$ cat src/rtl/stopwatch_ctrl_if.sv
// Button, carry and counter-drive bundle between the stopwatch sequencer and its datapath.
// Define LAP_EN to add the lap-hold button and flag.
interface stopwatch_ctrl_if;
  logic       btn_start_stop, btn_clear, btn_mode, btn_inc;
  logic       sec_next, min_next;
  logic       sec_en, sec_clr, min_en, min_clr, hr_en, hr_clr;
  logic       tick;
  logic [1:0] state, sel;
`ifdef LAP_EN
  logic       btn_lap, lap_hold;
`endif

  modport master (
`ifdef LAP_EN
    output btn_lap, input lap_hold,
`endif
    output btn_start_stop, btn_clear, btn_mode, btn_inc, sec_next, min_next,
    input  sec_en, sec_clr, min_en, min_clr, hr_en, hr_clr, tick, state, sel
  );

  modport slave (
`ifdef LAP_EN
    input btn_lap, output lap_hold,
`endif
    input  btn_start_stop, btn_clear, btn_mode, btn_inc, sec_next, min_next,
    output sec_en, sec_clr, min_en, min_clr, hr_en, hr_clr, tick, state, sel
  );
endinterface

$ cat src/rtl/stopwatch_ctrl.sv
// Stopwatch sequencer: 1 s prescaler, IDLE/RUN/PAUSE/SET FSM, sec/min/hr counter en/clr drive.
// Optional LAP_EN adds a lap-hold toggle that freezes the display while counting continues.
module stopwatch_ctrl #(
  parameter int TICK_DIV = 50_000_000
) (
  input  logic              clk,
  input  logic              rst_n,
  stopwatch_ctrl_if.slave   bus
);
  localparam int CW = $clog2(TICK_DIV);
  localparam logic [CW-1:0] LAST = CW'(TICK_DIV - 1);

  typedef enum logic [1:0] {S_IDLE = 2'd0, S_RUN = 2'd1, S_PAUSE = 2'd2, S_SET = 2'd3} state_t;

  state_t        r_state, w_state_nxt;
  logic [1:0]    r_sel, w_sel_nxt;
  logic [CW-1:0] r_cnt;
  logic          w_last, w_tick, w_inc_q;

  assign w_last  = (r_cnt == LAST);
  assign w_tick  = (r_state == S_RUN) && w_last;
  assign w_inc_q = (r_state == S_SET) && bus.btn_inc && !bus.btn_mode && !bus.btn_clear;

  // Prescaler only advances in RUN, so a pause resumes the partial second.
  always_ff @(posedge clk or negedge rst_n) begin
    if (!rst_n)                 r_cnt <= '0;
    else if (bus.btn_clear)     r_cnt <= '0;
    else if (r_state == S_RUN)  r_cnt <= w_last ? '0 : r_cnt + 1'b1;
  end

  always_ff @(posedge clk or negedge rst_n) begin
    if (!rst_n) begin
      r_state <= S_IDLE;
      r_sel   <= 2'd0;
    end else begin
      r_state <= w_state_nxt;
      r_sel   <= w_sel_nxt;
    end
  end

  // Mode is meaningless in RUN, so start_stop still acts there even alongside it.
  always_comb begin
    w_state_nxt = r_state;
    w_sel_nxt   = r_sel;
    if (bus.btn_clear) begin
      w_state_nxt = S_IDLE;
      w_sel_nxt   = 2'd0;
    end else begin
      case (r_state)
        S_IDLE, S_PAUSE: begin
          if (bus.btn_mode) begin
            w_state_nxt = S_SET;
            w_sel_nxt   = 2'd0;
          end else if (bus.btn_start_stop) begin
            w_state_nxt = S_RUN;
          end
        end
        S_RUN: begin
          if (bus.btn_start_stop) w_state_nxt = S_PAUSE;
        end
        S_SET: begin
          if (bus.btn_mode) begin
            if (r_sel < 2'd2) begin
              w_sel_nxt = r_sel + 2'd1;
            end else begin
              w_state_nxt = S_PAUSE;
              w_sel_nxt   = 2'd0;
            end
          end
        end
        default: begin
          w_state_nxt = S_IDLE;
          w_sel_nxt   = 2'd0;
        end
      endcase
    end
  end

  always_comb begin
    bus.tick    = w_tick;
    bus.sec_en  = w_tick || (w_inc_q && r_sel == 2'd0);
    bus.min_en  = ((r_state == S_RUN) && bus.sec_next) || (w_inc_q && r_sel == 2'd1);
    bus.hr_en   = ((r_state == S_RUN) && bus.min_next) || (w_inc_q && r_sel == 2'd2);
    bus.sec_clr = bus.btn_clear;
    bus.min_clr = bus.btn_clear;
    bus.hr_clr  = bus.btn_clear;
    bus.state   = r_state;
    bus.sel     = r_sel;
  end

`ifdef LAP_EN
  logic r_lap_hold;

  always_ff @(posedge clk or negedge rst_n) begin
    if (!rst_n)                       r_lap_hold <= 1'b0;
    else if (bus.btn_clear)           r_lap_hold <= 1'b0;
    else if (r_state == S_RUN) begin
      if (bus.btn_start_stop)         r_lap_hold <= 1'b0;
      else if (bus.btn_lap)           r_lap_hold <= !r_lap_hold;
    end else if (w_state_nxt == S_SET) r_lap_hold <= 1'b0;
  end

  assign bus.lap_hold = r_lap_hold;
`endif
endmodule

$ cat src/flat_wrapper.sv
// flat-port wrapper written by rule: the top's interface ports become plain ports
module stopwatch_ctrl_flat 
#(
  parameter int TICK_DIV = 50_000_000
)
  (clk, rst_n, bus_btn_start_stop, bus_btn_clear, bus_btn_mode, bus_btn_inc, bus_sec_next, bus_min_next, bus_sec_en, bus_sec_clr, bus_min_en, bus_min_clr, bus_hr_en, bus_hr_clr, bus_tick, bus_state, bus_sel);
  stopwatch_ctrl_if bus_i ();
  input  logic clk;
  input  logic rst_n;
  input wire logic [$bits(bus_i.btn_start_stop)-1:0] bus_btn_start_stop;
  input wire logic [$bits(bus_i.btn_clear)-1:0] bus_btn_clear;
  input wire logic [$bits(bus_i.btn_mode)-1:0] bus_btn_mode;
  input wire logic [$bits(bus_i.btn_inc)-1:0] bus_btn_inc;
  input wire logic [$bits(bus_i.sec_next)-1:0] bus_sec_next;
  input wire logic [$bits(bus_i.min_next)-1:0] bus_min_next;
  output wire logic [$bits(bus_i.sec_en)-1:0] bus_sec_en;
  output wire logic [$bits(bus_i.sec_clr)-1:0] bus_sec_clr;
  output wire logic [$bits(bus_i.min_en)-1:0] bus_min_en;
  output wire logic [$bits(bus_i.min_clr)-1:0] bus_min_clr;
  output wire logic [$bits(bus_i.hr_en)-1:0] bus_hr_en;
  output wire logic [$bits(bus_i.hr_clr)-1:0] bus_hr_clr;
  output wire logic [$bits(bus_i.tick)-1:0] bus_tick;
  output wire logic [$bits(bus_i.state)-1:0] bus_state;
  output wire logic [$bits(bus_i.sel)-1:0] bus_sel;
  assign bus_i.btn_start_stop = bus_btn_start_stop;
  assign bus_i.btn_clear = bus_btn_clear;
  assign bus_i.btn_mode = bus_btn_mode;
  assign bus_i.btn_inc = bus_btn_inc;
  assign bus_i.sec_next = bus_sec_next;
  assign bus_i.min_next = bus_min_next;
  assign bus_sec_en = bus_i.sec_en;
  assign bus_sec_clr = bus_i.sec_clr;
  assign bus_min_en = bus_i.min_en;
  assign bus_min_clr = bus_i.min_clr;
  assign bus_hr_en = bus_i.hr_en;
  assign bus_hr_clr = bus_i.hr_clr;
  assign bus_tick = bus_i.tick;
  assign bus_state = bus_i.state;
  assign bus_sel = bus_i.sel;
  stopwatch_ctrl #(.TICK_DIV(TICK_DIV)) u_core (.clk(clk), .rst_n(rst_n), .bus(bus_i));
endmodule
$ cat config.mk
export PLATFORM = sky130hd
export DESIGN_NAME = stopwatch_ctrl_flat
export DESIGN_NICKNAME = d
export VERILOG_FILES = /design/src/rtl/stopwatch_ctrl_if.sv /design/src/rtl/stopwatch_ctrl.sv /design/src/flat_wrapper.sv
export SDC_FILE = /design/constraint.sdc
export NUM_CORES = 1
export LEC_CHECK = 0
export ABC_AREA = 1
export CORE_AREA = 2 2 65 67
export CTS_BUF_LIST = sky130_fd_sc_hd__clkbuf_4 sky130_fd_sc_hd__clkbuf_8
export CTS_CLUSTER_SIZE = 40
export DETAILED_ROUTE_END_ITERATION = 12
export DIE_AREA = 0 0 67 69
export PLACE_DENSITY = 0.74
export SYNTH_ARGS = -nofsm -noshare
export SYNTH_HDL_FRONTEND = slang
export SYNTH_SLANG_ARGS = --single-unit
export TNS_END_PERCENT = 50
$ cat constraint.sdc
create_clock -name clk -period 1.5 [get_ports clk]
set_clock_uncertainty 0.05 [all_clocks]
set_input_delay 0.3 -clock clk [delete_from_list [all_inputs] [get_ports clk]]
set_output_delay 0.3 -clock clk [all_outputs]
set_load 0.1 [all_outputs]
* Word-level counts from Yosys, hierarchy flattened *
Index checks and enable logic that the tools add are counted.
Widths: inputs -> output; s select.

word-level totals
  register bits after elaboration = 30
  bits of input ports = 8
  logic and storage cells = 53

operators by class
  add/subtract/negate cells = 2
  $lt $le $gt $ge = 1
  equal/unequal tests = 11
  muxes and demuxes = 15
  reductions and logical operators = 21

operator list
  operator               count
  $mux 26                3
  $add 26x1->26 const B  1
  $eq 26x26->1 const B   1
  $mux 2                 10
  $ne 3x3->1 const B     4
  $logic_and 1x1->1      9
  $eq 2x2->1 const B     3
  $pmux 2 s3             1
  $eq 2x1->1 const B     2
  $logic_not 2->1        2
  $ne 4x4->1 const B     1
  $pmux 2 s2             1
  $reduce_and 4->1       1
  $logic_or 1x1->1       3
  $reduce_and 3->1       1
  $reduce_bool 3->1      1
  $add 2x1->2 const B    1
  $logic_not 1->1        2
  $lt 2x2->1 const B     1
  $reduce_bool 2->1      1
  $reduce_or 2->1        1

* Longest topological paths before layout *
  depth after elaboration = 6
  gate-level depth with buffers = 10
  depth with buffers taken out = 10

* Worst setup path before layout *
OpenSTA, ideal clock, no wires.

  path type = flip-flop to output port
  from = register u_core.r_state[1], in the netlist u_core.bus.state[1]
  to = output bus_hr_en
  data arrival time = 3653 ps
  path slack = -2503 ps
  stages on the path, launching flop included = 5
  path buffers = 0
  cells stage by stage = dfrtp_1 -> nand2_1 -> nor3b_1 -> nand2_1 -> o21ai_0

between the ends
  longest elaborated chain between the ends = 6

ends and longest elaborated chain
  element                          RTL line              source
  start, declared                  stopwatch_ctrl.sv:15  state_t r_state, w_state_nxt;
  start signal, assigned           stopwatch_ctrl.sv:36  r_state <= w_state_nxt;
  $eq 2x2->1                       stopwatch_ctrl.sv:22  assign w_inc_q = (r_state == S_SET) && bus.btn_inc && !bus.btn_mode && !bus.btn_clear;
  $logic_and 1x1->1 (3 in series)  stopwatch_ctrl.sv:22
  $logic_and 1x1->1                stopwatch_ctrl.sv:83  bus.hr_en = ((r_state == S_RUN) && bus.min_next) || (w_inc_q && r_sel == 2'd2);
  $logic_or 1x1->1 *               stopwatch_ctrl.sv:83
  end, declared                    flat_wrapper.sv:20    output wire logic [$bits(bus_i.hr_en)-1:0] bus_hr_en;

Mark *: on every way between the ends. The rest lies on a longest branch, timed or not.

* Worst setup path after layout *
  from = register u_core.r_cnt[9]
  to = output bus_sec_en

between the ends
  longest elaborated chain between the ends = 3

ends and longest elaborated chain
  element                 RTL line              source
  start, declared         stopwatch_ctrl.sv:17  logic [CW-1:0] r_cnt;
  start signal, assigned  stopwatch_ctrl.sv:28  else if (r_state == S_RUN) r_cnt <= w_last ? '0 : r_cnt + 1'b1;
  $eq 26x26->1            stopwatch_ctrl.sv:20  assign w_last = (r_cnt == LAST);
  $logic_and 1x1->1       stopwatch_ctrl.sv:21  assign w_tick = (r_state == S_RUN) && w_last;
  $logic_or 1x1->1        stopwatch_ctrl.sv:81  bus.sec_en = w_tick || (w_inc_q && r_sel == 2'd0);
  end, declared           flat_wrapper.sv:16    output wire logic [$bits(bus_i.sec_en)-1:0] bus_sec_en;

Every way passes these cells.

==> flow_summary.ini <==
[cts]
cts_htree_levels = 2
tritoncts = yes
cts_hold_buffers = 0
clock_latency_ns = 0.29
cts_buffer_depth = 2
clk_pin_slew_worst_paths_ns = 0.07
cts_sinks = 30
cts_inserted_buffers = 5
cts_root_buffer = clkbuf_8

[setup_path]
cp-end-kind = output port
slowest_stage = dfrtp_1
cp_max_fo = 3
criticalPathCategory = reg2out
startpoint_type = flop
cp.arrival_ns = 1.61
cp_common_cell = nor2_2
cp_cell_sequence = nor2_2, nand2_1, nor2_2, nand2_2, nor2_4, nand2_4, o21ai_4, buf_12
worst-path-buf-inv = 1
required_ns = 1.15
slowest_delay_ns = 0.40
critPathTopFamily = simple AND/OR/NAND/NOR gates

[global_routing]
grt_antenna_before_repair = 0
track_usage_pct = 28.0
grt_pass1_wl_mm = 9.93
grt_pass1_vias = 2235
grt_max_degree = 31
overflow = 0

[floorplanning]
ioPinCount = 19
die-area_um2 = 4620
die_h_um = 69
rows = 23
core_um2 = 3910
die_x_um = 67
start_util_pct = 52.1

[timing]
fmax_mhz = 511
rsz0062_at_grt = yes
finalSetupViolations = 32
worstMarginPinSlew_ns = 0.426
fin_hold_ws_ns = 0.331
slew_viol_final = 0
fin_crit_sh_pct = 130
fin_ws_ns = -0.455
period_minus_slack_ns = 1.96
relSlewSlack_pct = 71.4
hold_viol = 0

[power]
p_int_uw = 1540
ir_worst_vdd_uv = 776
pwr-share-comb_pct = 33.8
finalPower_uw = 2390
p_sw_uw = 854
p_clk_share_pct = 29.0
power_frac_seq_pct = 37.2
power.leakage_uw = 0.00147
powerDensity_nw_per_um2 = 766
switching_share_pct = 35.7

[run]
drv_cap = 0

[route]
wl_per_cell_um = 14.8
first_pass_iters = 5
via_per_inst = 5.21
drt_first_iter_violations = 186
wirelength_mm = 6.39
antenna_left = 0
vias = 2257
drt_drc_violations_left = 0

[finish]
synthToLayoutAreaGrowth_pct = 53.0
final_cell_mix = nand2_1 (93), buf_4 (53), inv_1 (36), nor2_1 (30), dfrtp_1 (26)
stdcell_count = 433
final_layout_size_suffix_gt1_share_pct = 37.1
diodes = 0
fin_nets = 392
final_common_cell = nand2_1

[logic_synthesis]
syn_area_um2 = 2040
synth_top_area_share_pct = 36.8
synthesis.nets = 311
synth.distinct_cells = 28
yosys-top-cells-area = dfrtp_1 (37%), nand2_1 (18%), nor2_1 (7.4%)
syn_area_per_cell_um2 = 6.76
ys_seq_elements = 30
synth_seq_area_share_pct = 36.8
synth_top_cell_by_area = dfrtp_1
yosysWarnings = 0
async_flop_share_pct = 100
syn_inst = 302
synth_flop_cell = dfrtp_1
synth_edf_count = 0

[run_status]
failed_checks = setup timing
status = complete, but fails checks

[place]
dp.cells = 415
place.gp.congestion = 0.895
dp_hpwl_mm = 3.97
numPortBuffers = 18

[min_path]
min_path_type = in2async
layer usage:
| layer | track usage, % | wire (um) | vias up |
|---|---|---|---|
| met3 | 7.01 | 330 | 20 |
| met5 | 0 | 0 | - |
| met4 | 9.98 | 191 | 0 |
| met1 | 32.2 | 2500 | 1080 |
| met2 | 48.7 | 3370 | 75 |
| li1 | - | - | 1082 |
worst register-to-register path, stage by stage (launching register included):
cell     delay (ns)
dfrtp_1        0.40
nor2_2         0.12
nand2_1        0.08
nor2_2         0.15
nand2_2        0.09
nor2_4         0.13
nand2_4        0.09
buf_4          0.15
buf_6          0.10
buf_6          0.11
buf_8          0.13
nand2_8        0.12
nor2_2         0.05
power by group through the flow:
stage / logic, uW / registers, uW / clock network (uW)
global route: 844 / 895 / 736
floorplan: 280 / 1030 / 0
finish: 809 / 890 / 694
CTS: 783 / 885 / 688
detailed placement: 719 / 895 / 0
global placement: 713 / 893 / 0
state kept, by name (all words and copies together), names as in the netlist:
signal / count
u_core.bus.sel: 2
u_core.r_cnt: 26
u_core.bus.state: 2
worst paths after layout:
check	depth (start not counted)	startpoint	slack, ns	endpoint
max reg2reg	12	u_core.r_cnt[9]	-0.37	u_core.r_cnt[13]
min in group clk	3	bus_btn_mode	0.47	u_core.bus.state[1]
max in group asynchronous	2	rst_n	0.88	u_core.bus.state[0]
min	2	rst_n	0.33	u_core.r_cnt[18]
max	8	u_core.r_cnt[9]	-0.46	bus_sec_en
min reg2reg	1	u_core.bus.sel[0]	0.56	u_core.bus.sel[0]
cell families after synthesis:
family	after synthesis	synth area share, %
AND/OR/NAND/NOR	203	45.1
buffers and inverters	46	9.87
flip-flops	30	36.8
AO/OA/AOI/OAI	11	2.94
XOR/XNOR	11	4.72
adder cells (fa/ha/maj)	1	0.613
Yosys cell counts (2+ instances only):
master / count
and2_1: 2
buf_4: 3
dfrtp_1: 30
inv_1: 39
nand2_1: 99
nand2_2: 5
nand2_4: 2
nand3_1: 24
nand3b_1: 2
nor2_1: 40
nor2_2: 18
nor2_4: 3
nor3_1: 4
o21ai_0: 8
xnor2_1: 2
xor2_1: 9
timing repair:
item                       4_1_cts  5_1_grt
gates cloned                     1        0
resized for setup               23       13
hold endpoints to repair         0        0
setup endpoints to repair       30       32
pin swaps                        8        3
buffers inserted                 8        2
stage by stage:
stage,area (um^2),util [%],worst slack (ns),TNS (ns)
after CTS,3060,78.1,-0.459,-6.66
after floorplan,2110,-,-0.485,-1.40
final,3120,79.8,-0.455,-8.61
after detailed placement,2800,71.5,-0.440,-9.23
after global routing,3120,79.8,-0.529,-11.05
after global placement,2800,71.5,-0.424,-8.36
area by class of cell:
cell class,instances,area (um^2)
fillers,256,791
inverters,41,158
multi-input cells,227,1270
repair buffers,78,786
well taps,50,62.6
clock buffers,7,90.1
flip-flops and latches,30,761
Note: power is estimated with default switching activity, not from simulation.
